File: src/rtl/speed_pi_pwm.sv
// ----------------------------------------------------------------------------
// speed_pi_pwm
//
// Closed-loop speed stage placed after the quadrature decoder. Every
// SAMPLE_CYCLES clocks it compares the decoder velocity with the commanded
// velocity. A multi-cycle FSM evaluates a fixed-point PI law. The result
// drives a double-buffered PWM generator and an H-bridge direction line.
//
// Ports
//   clk_48      in   system clock (48 MHz)
//   reset       in   asynchronous, active-high reset
//   enable      in   loop enable; low forces PWM off and clears integrator
//   vel_cmd     in   [11:0] commanded velocity, two's complement
//   vel_meas    in   [11:0] measured velocity from decoder, two's complement
//   pwm_out     out  PWM gate drive (registered)
//   motor_dir   out  bridge direction, 1 = position increasing
//   duty        out  [10:0] duty currently applied by the PWM generator
//   sat         out  last computed output was clamped to PWM_PERIOD-1
//   update_done out  one-cycle strobe when a new duty has been computed
// ----------------------------------------------------------------------------
module speed_pi_pwm #(
    parameter int SAMPLE_CYCLES = 2502,
    parameter int PWM_PERIOD    = 1200,
    parameter int KP            = 16,
    parameter int KI            = 1,
    parameter int FRAC_BITS     = 4,
    parameter int INT_LIMIT     = 4095
) (
    input  logic        clk_48,
    input  logic        reset,
    input  logic        enable,
    input  logic [11:0] vel_cmd,
    input  logic [11:0] vel_meas,
    output logic        pwm_out,
    output logic        motor_dir,
    output logic [10:0] duty,
    output logic        sat,
    output logic        update_done
);

    localparam int SW = $clog2(SAMPLE_CYCLES);
    localparam int CW = $clog2(PWM_PERIOD);
    localparam int IW = 16;  // integrator width: holds +-INT_LIMIT plus one error term

    localparam logic [SW-1:0]        SAMP_LAST  = SW'(SAMPLE_CYCLES - 1);
    localparam logic [CW-1:0]        CNT_LAST   = CW'(PWM_PERIOD - 1);
    localparam logic [10:0]          DUTY_MAX   = 11'(PWM_PERIOD - 1);
    localparam logic [31:0]          DUTY_MAX32 = 32'(PWM_PERIOD - 1);
    localparam logic signed [IW-1:0] INT_MAX    = IW'(INT_LIMIT);
    localparam logic signed [IW-1:0] INT_MIN    = -INT_MAX;
    localparam logic signed [31:0]   KP_S       = 32'(KP);
    localparam logic signed [31:0]   KI_S       = 32'(KI);

    typedef enum logic [2:0] {
        S_IDLE,
        S_ERR,
        S_MUL,
        S_SUM,
        S_CLAMP
    } state_t;

    state_t               state_q, state_d;
    logic [SW-1:0]        samp_q, samp_d;
    logic [CW-1:0]        cnt_q, cnt_d;
    logic signed [12:0]   err_q, err_d;
    logic signed [IW-1:0] integ_q, integ_d;
    logic signed [IW-1:0] integ_t_q, integ_t_d;
    logic signed [31:0]   p_q, p_d;
    logic signed [31:0]   i_q, i_d;
    logic signed [31:0]   u_q, u_d;
    logic [10:0]          duty_shadow_q, duty_shadow_d;
    logic                 dir_shadow_q, dir_shadow_d;
    logic [10:0]          duty_active_q, duty_active_d;
    logic                 motor_dir_q, motor_dir_d;
    logic                 pwm_q, pwm_d;
    logic                 sat_q, sat_d;
    logic                 update_done_q, update_done_d;

    // Datapath helpers
    logic                 tick;
    logic signed [12:0]   err_calc;
    logic signed [IW-1:0] integ_sum;
    logic signed [IW-1:0] integ_clamped;
    logic signed [31:0]   err_ext;
    logic signed [31:0]   integ_t_ext;
    logic signed [31:0]   pi_sum;
    logic [31:0]          u_abs;
    logic                 sat_calc;
    logic [10:0]          mag;
    logic                 aw_hold;

    assign tick = (samp_q == SAMP_LAST);

    // 13-bit difference of two 12-bit signed values cannot overflow.
    assign err_calc = {vel_cmd[11], vel_cmd} - {vel_meas[11], vel_meas};

    assign integ_sum     = integ_q + {{(IW - 13){err_calc[12]}}, err_calc};
    assign integ_clamped = (integ_sum > INT_MAX) ? INT_MAX :
                           (integ_sum < INT_MIN) ? INT_MIN : integ_sum;

    assign err_ext     = {{19{err_q[12]}}, err_q};
    assign integ_t_ext = {{(32 - IW){integ_t_q[IW-1]}}, integ_t_q};
    assign pi_sum      = p_q + i_q;

    assign u_abs    = u_q[31] ? 32'(-u_q) : 32'(u_q);
    assign sat_calc = (u_abs > DUTY_MAX32);
    assign mag      = sat_calc ? DUTY_MAX : u_abs[10:0];

    // Anti-windup: when the output is clamped and the error pushes further
    // into the clamp, the integrator keeps its previous value.
    assign aw_hold = sat_calc && (err_q[12] == u_q[31]);

    always_comb begin
        state_d       = state_q;
        samp_d        = (samp_q == SAMP_LAST) ? '0 : samp_q + 1'b1;
        cnt_d         = (cnt_q == CNT_LAST) ? '0 : cnt_q + 1'b1;
        err_d         = err_q;
        integ_d       = integ_q;
        integ_t_d     = integ_t_q;
        p_d           = p_q;
        i_d           = i_q;
        u_d           = u_q;
        duty_shadow_d = duty_shadow_q;
        dir_shadow_d  = dir_shadow_q;
        duty_active_d = duty_active_q;
        motor_dir_d   = motor_dir_q;
        sat_d         = sat_q;
        update_done_d = 1'b0;
        pwm_d         = enable && (32'(cnt_q) < 32'(duty_active_q));

        case (state_q)
            S_IDLE: begin
                if (tick && enable) begin
                    state_d = S_ERR;
                end
            end
            S_ERR: begin
                err_d     = err_calc;
                integ_t_d = integ_clamped;
                state_d   = S_MUL;
            end
            S_MUL: begin
                p_d     = KP_S * err_ext;
                i_d     = KI_S * integ_t_ext;
                state_d = S_SUM;
            end
            S_SUM: begin
                // Arithmetic shift floors negative values toward -inf.
                u_d     = pi_sum >>> FRAC_BITS;
                state_d = S_CLAMP;
            end
            S_CLAMP: begin
                duty_shadow_d = mag;
                dir_shadow_d  = ~u_q[31];
                sat_d         = sat_calc;
                if (!aw_hold) begin
                    integ_d = integ_t_q;
                end
                update_done_d = 1'b1;
                state_d       = S_IDLE;
            end
            default: state_d = S_IDLE;
        endcase

        // Period boundary: the shadow registers are read as _q values, so a
        // shadow write on this same edge is picked up one period later.
        if (cnt_q == CNT_LAST) begin
            if ((dir_shadow_q != motor_dir_q) && (duty_shadow_q != '0)) begin
                // Reversal: flip the bridge with one full period of zero drive.
                // The new duty loads at the next boundary, when the
                // directions already agree.
                motor_dir_d   = dir_shadow_q;
                duty_active_d = '0;
            end else begin
                // Direction only matters with nonzero drive. A zero duty
                // therefore leaves the bridge where it is.
                duty_active_d = duty_shadow_q;
            end
        end

        if (!enable) begin
            state_d       = S_IDLE;
            integ_d       = '0;
            duty_shadow_d = '0;
            dir_shadow_d  = 1'b0;
            duty_active_d = '0;
            motor_dir_d   = motor_dir_q;
            update_done_d = 1'b0;
        end
    end

    always_ff @(posedge clk_48 or posedge reset) begin
        if (reset) begin
            state_q       <= S_IDLE;
            samp_q        <= '0;
            cnt_q         <= '0;
            err_q         <= '0;
            integ_q       <= '0;
            integ_t_q     <= '0;
            p_q           <= '0;
            i_q           <= '0;
            u_q           <= '0;
            duty_shadow_q <= '0;
            dir_shadow_q  <= 1'b0;
            duty_active_q <= '0;
            motor_dir_q   <= 1'b0;
            pwm_q         <= 1'b0;
            sat_q         <= 1'b0;
            update_done_q <= 1'b0;
        end else begin
            state_q       <= state_d;
            samp_q        <= samp_d;
            cnt_q         <= cnt_d;
            err_q         <= err_d;
            integ_q       <= integ_d;
            integ_t_q     <= integ_t_d;
            p_q           <= p_d;
            i_q           <= i_d;
            u_q           <= u_d;
            duty_shadow_q <= duty_shadow_d;
            dir_shadow_q  <= dir_shadow_d;
            duty_active_q <= duty_active_d;
            motor_dir_q   <= motor_dir_d;
            pwm_q         <= pwm_d;
            sat_q         <= sat_d;
            update_done_q <= update_done_d;
        end
    end

    assign pwm_out     = pwm_q;
    assign motor_dir   = motor_dir_q;
    assign duty        = duty_active_q;
    assign sat         = sat_q;
    assign update_done = update_done_q;

endmodule
File: config.mk
export PLATFORM = sky130hd
export DESIGN_NAME = speed_pi_pwm
export DESIGN_NICKNAME = d
export VERILOG_FILES = /design/src/rtl/speed_pi_pwm.sv
export SDC_FILE = /design/constraint.sdc
export NUM_CORES = 1
export LEC_CHECK = 0
export CAP_MARGIN = 20
export CORE_ASPECT_RATIO = 0.7
export CORE_UTILIZATION = 45
export CTS_BUF_LIST = sky130_fd_sc_hd__clkbuf_8 sky130_fd_sc_hd__clkbuf_16
export DETAILED_ROUTE_END_ITERATION = 12
export PLACE_DENSITY_LB_ADDON = 0.08
export SLEW_MARGIN = 20
export SYNTH_ARGS = -nofsm -noshare
export SYNTH_HDL_FRONTEND = slang
export SYNTH_SLANG_ARGS = --single-unit
File: constraint.sdc
create_clock -name clk_48 -period 7.8 [get_ports clk_48]
set_input_delay 0.78 -clock clk_48 [delete_from_list [all_inputs] [get_ports clk_48]]
set_output_delay 0.78 -clock clk_48 [all_outputs]
set_load 0.1 [all_outputs]
---- Word-level counts from Yosys, hierarchy flattened ----
Index checks and enable logic that the tools add are counted.
cells by class
  add/sub/neg operators ................... 6
  multiply operators ...................... 0
  div/mod/pow operators ................... 0
  order comparisons ....................... 4
  eq/ne operators ......................... 12
  shift-type cells ........................ 0
  multiplexer cells ....................... 21
  bitwise operators ....................... 1
  reductions and logical operators ........ 8
operator list
  operator                                                          number
  two-way mux 16 bit                                                5
  two-way mux 11 bit                                                7
  greater-than comparator 32 x 11 -> 1 bit (second input constant)  1
  two-way mux 32 bit                                                1
  negator 14 -> 32 bit                                              1
  adder 17 x 16 -> 18 bit                                           1
  adder 16 bit                                                      1
  greater-than comparator 16 x 13 -> 1 bit (second input constant)  1
  less-than comparator 16 x 13 -> 1 bit (second input constant)     1
  subtractor 12 x 12 -> 13 bit                                      1
  adder 12 x 1 -> 12 bit (second input constant)                    1
  equality test 12 bit (second input constant)                      1
  two-way mux 12 bit                                                1
  one-hot mux 3 bit (4 select lines)                                1
  adder 11 x 1 -> 11 bit (second input constant)                    1
  equality test 11 bit (second input constant)                      1
  less-than comparator 11 bit                                       1
  nonzero test 11 bit                                               1
  equality test 3 x 2 -> 1 bit (second input constant)              2
  two-way mux 3 bit                                                 2
  logical AND 1 bit                                                 4
  two-way mux 1 bit                                                 4
  inequality test 2 x 1 -> 1 bit (second input constant)            2
  equality test 3 x 1 -> 1 bit (second input constant)              1
  other kinds (9)                                                   9
storage, ports and cells
  bits in registers ....................... 141
  latch bits .............................. 0
  RAM bits ................................ 0
  bits in read-only memories .............. 0
  input port bits ......................... 27
  output and inout port bits .............. 15
  logic and storage cells ................. 68
  memories ................................ 0

---- Logic depth before layout (Yosys ltp) ----
  depth after elaboration ................. 7
  gate-level depth with buffers ........... 22
  depth with buffers taken out ............ 21

---- Worst setup path before layout ----
Ideal clock, no wire load.
  kind .................................... input port to flip-flop
  from .................................... input vel_cmd[0]
  to ...................................... register integ_t_q[8]
  library setup time ...................... 121 ps
  data arrival time ....................... 4618 ps
  required time ........................... 7679 ps
  setup slack ............................. 3061 ps
  cell stages on the path ................. 21
  path buffers ............................ 1
  cells stage by stage .................... inv_1 ha_1 fa_1 nor2b_1 o31a_1 o211ai_1 a21oi_1 nor2_1 o21ai_0 inv_1 ha_1 a21oi_1 o22ai_1 o31ai_1 a21oi_1 or3_1 a211o_1 a21oi_1 a41oi_1 buf_2 o22a_1
on the way
  longest elaborated chain between the ends .. 5
  elaborated cells on any way between the ends .. 6
  classes of those cells .................. add/sub (2); order compare (2); mux (2)
RTL lines
  element                                RTL line  text
  start: declaration                     32        input logic [11:0] vel_cmd,
  subtractor 12 x 12 -> 13 bit (*)       95        assign err_calc = {vel_cmd[11], vel_cmd} - {vel_meas[11], vel_meas};
  named net err_calc[12]                 81        logic signed [12:0] err_calc;
  adder 16 bit (*)                       97        assign integ_sum = integ_q + {{(IW - 13){err_calc[12]}}, err_calc};
  less-than comparator 16 x 13 -> 1 bit  99        (integ_sum < INT_MIN) ? INT_MIN : integ_sum;
  two-way mux 16 bit                     99
  two-way mux 16 bit (*)                 98        assign integ_clamped = (integ_sum > INT_MAX) ? INT_MAX :
  end signal: assignment                 216       integ_t_q <= integ_t_d;
  end: declaration                       67        logic signed [IW-1:0] integ_t_q, integ_t_d;
The timed path passes the listed nets; every way through them passes the cells marked *.
A chain may end at the register's enable or synchronous reset.

---- Worst setup path after layout ----
  from .................................... input vel_cmd[0]
  to ...................................... register integ_t_q[0]
The elaborated chain is that of the path after synthesis.

==> results.sh <==
export IMPL_antenna_found_initial=0
export IMPL_instances_no_fill=1105
export IMPL_cp_startpoint="vel_cmd[0]"
export IMPL_finalHoldViolCount=0
export IMPL_synthCells=819
export IMPL_r2r_end="integ_t_q[0]"
export IMPL_crit_fanout=11
export IMPL_slew_viol_final=0
export IMPL_grt_pass1_wl_um=31000
export IMPL_drc_errors=0
export IMPL_crit_chain="clkdlybuf4s50_1, inv_1, ha_1, fa_1, nor2b_1, o31a_1, o211ai_1, a21oi_1, nor2_1, xnor2_1, ha_1, a21oi_1, o21ai_1, a211oi_1, nor3_1, or3_1, a222oi_1, o221ai_2, a21o_1, o22a_1"
export IMPL_synth_ff_type="dfrtp_1"
export IMPL_htree_levels=4
export IMPL_yosysWarnings=0
export IMPL_endpoint_kind="flip-flop"
export IMPL_combPwrFrac_pct=18.1
export IMPL_drive_above_1_share_pct=9.27
export IMPL_vdd_drop_max_mv=0.124
export IMPL_synth_edff_count=0
export IMPL_drt_pass1_iter_count=5
export IMPL_maxCapViolCount=0
export IMPL_cts_buffers=17
export IMPL_drtIter0Drc=531
export IMPL_worstMarginPinSlew_ns=1.07
export IMPL_placed_cells=1073
export IMPL_n_antenna_cell=0
export IMPL_drtAntennaViolNets=0
export IMPL_coreArea_sq_um=17300
export IMPL_grt_ovfl_total=0
export IMPL_finalSetupViolCount=0
export IMPL_grt_pass1_vias=5936
export IMPL_syn_to_final_growth_pct=15.6
export IMPL_cts_sinks=137
export IMPL_pwr_density_cell_nw_per_um2=216
export IMPL_skew_ns=0.00539
export IMPL_layout_min_cycle_time_ns=6.20
export IMPL_die_area_sq_um=18300
export IMPL_reg2reg_slack_ns=3.68
export IMPL_p_seq_share_pct=41.2
export IMPL_worstSkewPairLatency_ns=0.42
export IMPL_crit_end="integ_t_q[0]"
export IMPL_critPathRequiredTime_ns=8.10
export IMPL_port_buffers=41
export IMPL_nNetsFinal=949
export IMPL_start_kind="input pin"
export IMPL_netlist_cell_type_count=67
export IMPL_die_x_um=161
export IMPL_fmax_mhz=161
export IMPL_initial_core_util_pct=46.3
export IMPL_clkTransAtPathRegs_ns=0.06
export IMPL_postCtsSetupBuffers=0
export IMPL_fill_cells=1563
export IMPL_async_flop_share_pct=100
export IMPL_fin_tns_setup_ns=0
export IMPL_yosysSeqAreaShare_pct=42.9
export IMPL_wl_per_cell_um=16.5
export IMPL_vias=6055
export IMPL_cts_resized=0
export IMPL_p_total_mw=2.00
export IMPL_vias_per_cell=5.48
export IMPL_power_leakage_nw=4.19
export IMPL_cts_hold_buffers=0
export IMPL_cts_root_buffer="clkbuf_16"
export IMPL_routabilityCongestion=0.909
export IMPL_synth_seq_cells=137
export IMPL_p_switching_uw=547
export IMPL_max_stage_delay_ns=0.74
export IMPL_avgSynthCellArea_sq_um=9.75
export IMPL_r2r_cells=10
export IMPL_syn_nets=906
export IMPL_min_period_over_period_pct=79.5
export IMPL_fp_dieH_um=113
export IMPL_grt_max_degree=71
export IMPL_crit_arrival_ns=6.51
export IMPL_hpwl_um=13600
export IMPL_clkPwrFrac_pct=40.7
export IMPL_swShare_pct=27.4
export IMPL_cpMaxStageDelayCell="a222oi_1"
export IMPL_cts_tree="built"
export IMPL_critPathKind="in -> reg"
export IMPL_slew_headroom_pct=28.6
export IMPL_rows=40
export IMPL_clk_path_buf_depth=2
export IMPL_r2r_start="integ_q[10]"
export IMPL_grtUsageTotal_pct=21.6
export IMPL_internal_power_mw=1.45
export IMPL_syn_cell_area_sq_um=7990
export IMPL_rsz0062_at_grt="no"
export IMPL_ioPinCount=42
export IMPL_hold_class="reg -> reg"
export IMPL_drt_total_wl_um=18300
export IMPL_status="finished, final reports clean"
critical path, delay by kind of cell:
family	cells	cell delay, ns
buffers and inverters	2	0.50
and+or+nand+nor	4	0.77
AOI/OAI and AO/OA	10	3.26
xor gates and xnor gates	1	0.21
adders and majority gates	3	0.98
area by class of cell:
| type | instances | area (sq um) | area share, % |
|---|---|---|---|
| Timing Repair Buffer | 46 | 448 | 4.85 |
| Inverter | 54 | 208 | 2.25 |
| Clock buffer | 19 | 453 | 4.90 |
| Clock inverter | 12 | 134 | 1.45 |
| Multi-Input combinational cell | 606 | 4280 | 46.3 |
| Sequential cell | 137 | 3430 | 37.1 |
| Tap cell | 231 | 289 | 3.13 |
synthesized netlist by cell type (4+ instances only):
cell type	n	area, sq um
dfrtp_1	137	3430
nor2_1	83	312
nand2_1	61	229
ha_1	57	713
inv_1	53	199
a21oi_1	49	245
o21ai_0	38	190
xnor2_1	34	298
mux2_2	30	338
nand3_1	22	110
nor3_1	22	110
xor2_1	20	175
mux2i_1	19	190
clkbuf_1	18	67.6
a21o_1	17	128
o22a_1	11	96.3
a22o_1	10	87.6
nand2b_1	10	62.6
a31oi_1	8	50.1
and3_1	8	50.1
o31ai_1	8	60.1
a211oi_1	7	52.6
o211ai_1	7	52.6
nor2b_1	6	37.5
or3_1	6	37.5
o21a_1	5	37.5
and2_1	4	25.0
nand4_1	4	25.0
nor4_1	4	25.0
o21ai_1	4	20.0
o22ai_1	4	25.0
or2_2	4	25.0
per-layer routing:
metal | GRT usage (%) | share of wire, %
met1 | 34.1 | 56
met2 | 29.3 | 39
met3 | 4.18 | 3.6
met4 | 6.16 | 1.2
met5 | 0 | 0
layout by cell type, fill, tap and decap left out, drive strengths merged, types with 11 or more instances in the layout:
cell and count:
dfrtp 137, nor2 83, nand2 61, ha 57, inv 56, a21oi 51
o21ai 42, clkdlybuf4s50 41, xnor2 34, mux2 30, nor3 22, nand3 22
xor2 20, clkbuf 20, mux2i 19, a21o 17, o22a 11
cells by family (layout without fill, tap and decap cells):
logic type | Yosys count | in the layout | synth area share [%]
adder cells (fa/ha/maj) | 60 | 60 | 9.68
XOR/XNOR | 54 | 54 | 5.92
flip-flops | 137 | 137 | 42.9
multiplexers | 49 | 49 | 6.61
buffers and inverters | 76 | 131 | 3.74
AO/OA/AOI/OAI | 192 | 192 | 16.1
AND/OR/NAND/NOR | 251 | 251 | 15.0
power groups by stage:
stage / Combinational (mW) / Sequential [mW] / Clock [mW]
6_report: 0.361 / 0.823 / 0.812
5_1_grt: 0.411 / 0.832 / 0.856
4_1_cts: 0.361 / 0.824 / 0.829
3_5_place_dp: 0.357 / 0.836 / 0
3_3_place_gp: 0.350 / 0.835 / 0
2_1_floorplan: 0.277 / 0.816 / 0
how the worst min path moves through the flow:
stage	start	endpoint	slack, ns	cells after the start
4_1_cts	err_q[8]	err_q[8]	0.47	2
2_1_floorplan	err_q[2]	err_q[2]	0.44	2
3_3_place_gp	err_q[2]	err_q[2]	0.46	2
6_report	err_q[8]	err_q[8]	0.47	2
5_1_grt	err_q[8]	err_q[8]	0.50	2
3_5_place_dp	err_q[8]	err_q[8]	0.46	2
through the flow:
step / hold slack (ns) / worst slack (ns) / util, % / instance area, sq um
after floorplan: 0.440 / 3.06 / - / 7990
after global placement: 0.460 / 1.38 / 50.0 / 8630
after detailed placement: 0.461 / 1.24 / 50.0 / 8630
after CTS: 0.474 / 1.65 / 53.4 / 9220
after global routing: 0.498 / 1.29 / 53.5 / 9240
final: 0.475 / 1.60 / 53.5 / 9240
state kept, by name (all words and copies together) (netlist names), 3 cells and up:
name           flops
integ_q           16
integ_t_q         16
u_q               14
err_q             13
p_q               13
i_q               12
samp_q            12
cnt_q             11
duty              11
duty_shadow_q     11
state_q            3
Note: power is estimated with default switching activity, not from simulation.
